$ cat src/rtl/alu_result_writer.sv
// ALU result write-back into a single-port SRAM, with random-access readback.
// Optional ALU_RESULT_WRITER_WRAP_EN: keep writing past full, overwriting oldest.
module alu_result_writer #(
  parameter int width_p      = 8,
  parameter int els_p        = 512,
  parameter int addr_width_p = $clog2(els_p)
) (
  input  logic                    clk_i,
  input  logic                    reset_n_i,
  input  logic                    res_v_i,
  input  logic [width_p-1:0]      res_i,
  output logic                    res_ready_o,
  input  logic                    rd_v_i,
  input  logic [addr_width_p-1:0] rd_addr_i,
  output logic                    rd_ready_o,
  output logic                    rd_v_o,
  output logic [width_p-1:0]      rd_data_o,
  output logic [addr_width_p:0]   count_o,
  output logic                    full_o,
  output logic                    sram_ce_o,
  output logic                    sram_we_o,
  output logic [addr_width_p-1:0] sram_addr_o,
  output logic [width_p-1:0]      sram_wd_o,
  output logic [width_p-1:0]      sram_w_mask_o,
  input  logic [width_p-1:0]      sram_rd_i
);

  typedef enum logic [1:0] {
    IDLE,
    WR,
    RD,
    RD_WAIT
  } state_t;

  localparam logic [addr_width_p:0] full_c =
    (addr_width_p+1)'(els_p);

  state_t state_r, state_n;

  logic [width_p-1:0]      data_r;
  logic [addr_width_p-1:0] raddr_r;
  logic [addr_width_p-1:0] wr_ptr_r;
  logic [addr_width_p:0]   count_r;
  logic [width_p-1:0]      rd_data_r;
  logic                    rd_v_r;

  logic full, wr_ok, idle;
  logic res_rdy, rd_rdy;
  logic wr_hs, rd_hs;

  assign full = (count_r == full_c);

`ifdef ALU_RESULT_WRITER_WRAP_EN
  assign wr_ok = 1'b1;
`else
  assign wr_ok = ~full;
`endif

  // Readies are forced low while reset is held.
  assign idle    = (state_r == IDLE);
  assign res_rdy = reset_n_i & idle & wr_ok;
  assign rd_rdy  = reset_n_i & idle & ~res_v_i;
  assign wr_hs   = res_v_i & res_rdy;
  assign rd_hs   = rd_v_i & rd_rdy;

  assign res_ready_o   = res_rdy;
  assign rd_ready_o    = rd_rdy;
  assign rd_v_o        = rd_v_r;
  assign rd_data_o     = rd_data_r;
  assign count_o       = count_r;
  assign full_o        = full;
  assign sram_w_mask_o = '1;

  always_comb begin
    state_n     = state_r;
    sram_ce_o   = 1'b0;
    sram_we_o   = 1'b0;
    sram_addr_o = '0;
    sram_wd_o   = '0;
    unique case (state_r)
      IDLE: begin
        if (wr_hs)
          state_n = WR;
        else if (rd_hs)
          state_n = RD;
      end
      WR: begin
        sram_ce_o   = 1'b1;
        sram_we_o   = 1'b1;
        sram_addr_o = wr_ptr_r;
        sram_wd_o   = data_r;
        state_n     = IDLE;
      end
      RD: begin
        sram_ce_o   = 1'b1;
        sram_addr_o = raddr_r;
        state_n     = RD_WAIT;
      end
      RD_WAIT: begin
        state_n = IDLE;
      end
    endcase
  end

  always_ff @(posedge clk_i or negedge reset_n_i) begin
    if (!reset_n_i) begin
      state_r   <= IDLE;
      data_r    <= '0;
      raddr_r   <= '0;
      wr_ptr_r  <= '0;
      count_r   <= '0;
      rd_data_r <= '0;
      rd_v_r    <= 1'b0;
    end else begin
      state_r <= state_n;
      rd_v_r  <= (state_r == RD_WAIT);
      if (wr_hs)
        data_r <= res_i;
      if (rd_hs)
        raddr_r <= rd_addr_i;
      if (state_r == WR) begin
        wr_ptr_r <= wr_ptr_r + 1'b1;
        if (!full)
          count_r <= count_r + 1'b1;
      end
      if (state_r == RD_WAIT)
        rd_data_r <= sram_rd_i;
    end
  end

endmodule

$ cat config.mk
export PLATFORM = sky130hd
export DESIGN_NAME = alu_result_writer
export DESIGN_NICKNAME = d
export VERILOG_FILES = /design/src/rtl/alu_result_writer.sv
export SDC_FILE = /design/constraint.sdc
export NUM_CORES = 1
export LEC_CHECK = 0
export CAP_MARGIN = 30
export CORE_MARGIN = 3
export CORE_UTILIZATION = 30
export DETAILED_ROUTE_END_ITERATION = 10
export PLACE_DENSITY = 0.66
export SYNTH_ARGS = -nofsm -noshare
export SYNTH_HDL_FRONTEND = slang
export SYNTH_SLANG_ARGS = --single-unit
$ cat constraint.sdc
create_clock -name clk_i -period 2 [get_ports clk_i]
set_input_delay 0.3 -clock clk_i [delete_from_list [all_inputs] [get_ports clk_i]]
set_output_delay 0.3 -clock clk_i [all_outputs]
set_load 0.05 [all_outputs]
## Word level (Yosys, flattened, before mapping)

Cells that the tools add are included.

- Output and inout bits: 49
- Logic and storage cells: 32
- Bits in registers: 47
- Input port bits: 29

- Bitwise gates (word level): 7
- Add/subtract/negate cells: 2
- Reductions and logical operators: 4
- Eq/ne operators: 5
- Mux-type cells: 7

Operators with widths:

| kind | count |
|---|---|
| one-hot mux 9 bit (2 select lines) | 1 |
| adder 10 x 1 -> 10 bit, second input constant | 1 |
| == test 10 bit, second input constant | 1 |
| adder 9 x 1 -> 9 bit, second input constant | 1 |
| 2-to-1 mux 8 bit | 1 |
| one-hot mux 2 bit (3 select lines) | 1 |
| bitwise AND 1 bit | 5 |
| == test 2 bit, second input constant | 2 |
| 2-to-1 mux 2 bit | 2 |
| OR reduction 2 bit | 2 |
| != test 3 x 1 -> 1 bit, second input constant | 1 |
| == test 2 x 1 -> 1 bit, second input constant | 1 |
| logical NOT 2 bit | 1 |
| 2-to-1 mux 1 bit | 2 |
| NOT 1 bit | 2 |
| AND reduction 2 bit | 1 |

## Longest topological paths before layout

- Word-level depth: 7
- Mapped depth: 6
- Mapped depth without buffers: 5

## Least setup slack after synthesis

OpenSTA, ideal clock, no wires.

- Path type: flip-flop to output port
- Start point: register count_r[0] (netlist: count_o[0])
- End point: output port res_ready_o
- Setup slack: -0.529 ns
- Cell stages (with the launch flop): 6
- Data arrival time: 2.229 ns
- Path buffers: 0
- Required time: 1.700 ns
- Cell sequence: dfrtp_1 -> inv_1 -> ha_1 -> nor3b_2 -> and3_2 -> nor2_1

- Longest elaborated chain between the ends: 3

RTL lines:

| what | line | text |
|---|---|---|
| from (decl) | 43 | `logic [addr_width_p:0] count_r;` |
| from (signal assigned) | 124 | `count_r <= count_r + 1'b1;` |
| == test 10 bit | 51 | `assign full = (count_r == full_c);` |
| net full_o | 19 | `output logic full_o,` |
| NOT 1 bit (no line) | - |  |
| bitwise AND 1 bit | 61 | `assign res_rdy = reset_n_i & idle & wr_ok;` |
| to (decl) | 12 | `output logic res_ready_o,` |

The timed path passes the listed nets, and every way through them passes these cells.

## Worst setup path in the final report

- Start point: register count_r[8] (netlist: count_o[8])
- End point: output port res_ready_o

- Longest elaborated chain between the ends: 3

RTL lines:

| what | line |
|---|---|
| == test 10 bit | 51 |
| NOT 1 bit (no line) | - |
| bitwise AND 1 bit | 61 |

No other way between the ends.

==> results.cfg <==
[critical_path]
path_class = flip-flop to output pin
r2r_start = count_o[0]$_DFFE_PN0P_
worstPathRequired_ps = 1700
r2r_setup_slack_ps = 160
r2r_cells = 6
path_max_fanout = 4
r2r_end = data_r[5]$_DFFE_PN0P_
endpoint_kind = output pin
cp-startpoint = count_o[8]$_DFFE_PN0P_
critPathArrivalTime_ps = 1660
crit_end = res_ready_o
startpoint_type = flip-flop

[logic_synthesis]
synth-edff-count = 0
synthArstFlopShare = 1.000
ys_ff_latch = 47
synth_area_mm2 = 0.002257
ys_types = 32
synth_top_area_share = 0.5211
ys_warn_count = 0
synthCells = 187
ys_seq_area_frac = 0.5211
yosysTopAreaCell = dfrtp_1
synthTopCellsByArea = dfrtp_1 52%, mux2_2 13%, ha_1 3.9%
ys.flop_type = dfrtp_1
synth_area_per_cell_um2 = 12.07

[clock_tree]
clk_path_buf_depth = 2
htreeDepth = 2
clock_sinks = 47
cts_tree = done
numCtsBuffers = 5
insertion_delay_ps = 290
cts_root_buffer = clkbuf_8
path_clk_slew_ps = 90

[status]
status = finished clean

[pwr]
p_total_mw = 6.110
p_leak_nw = 1.489
clkPwrFrac = 0.117
power_frac_seq = 0.272
pwr_density_cell_mw_per_mm2 = 1733
p_sw_mw = 2.612
internal_power_mw = 3.498
pwr-share-comb = 0.611
swShare = 0.4274
vdd_ir_drop_max_v = 0.0007916

[placement]
dpl.cell_count = 350
dpl_cell_area_mm2 = 0.003329
hpwl_mm = 3.543
port_buffers = 69
place.gp.congestion = 0.7215
dpl_worst_slack_ps = 180.1

[final_layout]
seqCellArea_mm2 = 0.001181
drive_gt1_frac = 0.3636
instances_no_fill = 360
antennaDiodeCount = 0
syn2layout_area_growth_pct = 56.15
fin_util = 0.4995
finish.instance_area_mm2 = 0.003525
fin_nets = 299
n_fill_cell = 656
multi_input_comb_area_mm2 = 0.001121

[route]
ant_nets = 0
post_drt_wl_per_cell_um = 13.62
remaining_drc_errors = 0
finalWirelength_mm = 4.903
drtIter0Drc = 34
drt-pass1-iter-count = 4
via_per_inst = 4.600
vias = 1656

[floorplan]
ios = 78
start_util = 0.3199
core_mm2 = 0.007057
num_rows = 30
die-area_mm2 = 0.008601
dieHeight_um = 92.74
fp.dieW_um = 92.74

[timing]
finalCritPeriodShare = 0.9824
finalMaxSlewViolations = 0
fmax_mhz = 509.0
setup_viol = 0
fin_setup_tns_ps = 0
rsz0062_at_grt = yes
finalClockSkew_ps = 4.006
fin_crit_ps = 1965
tightestPinTransition_ps = 583.2
report.final.hold_viol_count = 0
whs_ps = 172.6
worst_slack_ps = 35.25
relSlewSlack = 0.6112

[global_route]
grt_pass1_wl_mm = 8.004
overflow = 0
grtUsageTotal = 0.1171
grt_max_degree = 48
grt_pass1_vias = 1677
grt_antenna_before_repair = 0

[run]
maxCapViolCount = 0

[min_path]
hold_path_class = primary input to async pin
[worst max-delay path, cell delays in order (launching register included)]
cell     delay, ps
dfrtp_2        460
nor4b_4        420
and3_4         300
nor2_4          50
buf_12         140
[logic make-up after synthesis]
logic type | synth area share
mux | 0.1297
flops | 0.5211
buf+inv | 0.04379
fa+ha+maj | 0.03880
simple gates | 0.1452
xor+xnor | 0.06209
other cells | 0.001661
compound gates | 0.05765
[Yosys cell counts (2+ instances only)]
cell type / instances
a22oi_1: 9
and2_1: 8
and3_1: 3
buf_4: 8
clkbuf_1: 4
dfrtp_1: 47
ha_1: 7
inv_1: 5
mux2_2: 26
nand2_1: 11
nand4_1: 8
nor2_1: 8
nor2b_1: 9
nor3_1: 2
xnor2_1: 9
xor2_1: 7
[what timing repair did]
action / 4_1_cts / 5_1_grt
setup endpoints to repair: 11 / 12
setup buffers: 0 / 2
hold endpoints to repair: 0 / 0
gates resized for setup: 7 / 9
pin swaps: 1 / 2
hold buffers: 0 / 0
[flip-flops by register name, summed over array words and instances, names as in the netlist]
signal and flops:
count_o 10, data_r 8, raddr_r 9, rd_data_o 8, rd_v_o 1, state_r 2
wr_ptr_r 9
[power by group through the flow]
stage	sequential, mW	clock (mW)	combinational, mW
floorplan	2.09	0	1.77
global placement	1.65	0	3.57
detailed placement	1.66	0	3.61
CTS	1.66	0.745	3.65
global route	1.73	0.773	3.94
finish	1.66	0.714	3.73
[placed cells by master, fill, tap and decap left out, types with 2 or more instances in the layout]
| cell | netlist | routed |
|---|---|---|
| inv_2 | 0 | 3 |
| buf_12 | 0 | 23 |
| nor2_1 | 8 | 7 |
| mux2_2 | 26 | 26 |
| dfrtp_1 | 47 | 43 |
| nand4_1 | 8 | 8 |
| nand2_1 | 11 | 11 |
| buf_4 | 8 | 5 |
| nor2b_2 | 0 | 4 |
| xor2_1 | 7 | 7 |
| a22oi_1 | 9 | 9 |
| and2_2 | 0 | 8 |
| ha_1 | 7 | 4 |
| inv_1 | 5 | 2 |
| ha_4 | 0 | 3 |
| and3_1 | 3 | 3 |
| nor3_1 | 2 | 2 |
| dfrtp_2 | 0 | 4 |
| nor2b_4 | 0 | 5 |
| xnor2_1 | 9 | 9 |
| clkbuf_8 | 0 | 6 |
| conb_1 | 1 | 8 |
| clkdlybuf4s50_1 | 0 | 45 |
[metal layers]
layer / share of wire / GRT usage / vias to the layer above
met1: 0.42 / 0.1443 / 815
met3: 0.065 / 0.03331 / 7
met5: 0 / 0 / -
met2: 0.50 / 0.2000 / 53
met4: 0.013 / 0.03297 / 0
li1: - / - / 781
[cell type report]
type                    instances  area share
clock buffers                   6     0.02343
clock inverters                 2    0.009940
well taps                      96     0.03408
repair buffers                 75      0.2741
flip-flops and latches         47      0.3351
inverters                       5    0.005325
multi-input cells             129      0.3181
[how the worst min path moves through the flow]
stage / startpoint / end / slack, ps
6_report: reset_n_i / wr_ptr_r[5]$_DFFE_PN0N_ / 170
5_1_grt: reset_n_i / wr_ptr_r[5]$_DFFE_PN0N_ / 250
4_1_cts: reset_n_i / state_r[1]$_DFFE_PN0P_ / 200
3_5_place_dp: wr_ptr_r[8]$_DFFE_PN0N_ / wr_ptr_r[8]$_DFFE_PN0N_ / 470
3_3_place_gp: wr_ptr_r[8]$_DFFE_PN0N_ / wr_ptr_r[8]$_DFFE_PN0N_ / 460
2_1_floorplan: reset_n_i / count_o[0]$_DFFE_PN0P_ / 4
No activity file was read; power rests on OpenSTA's default activity.
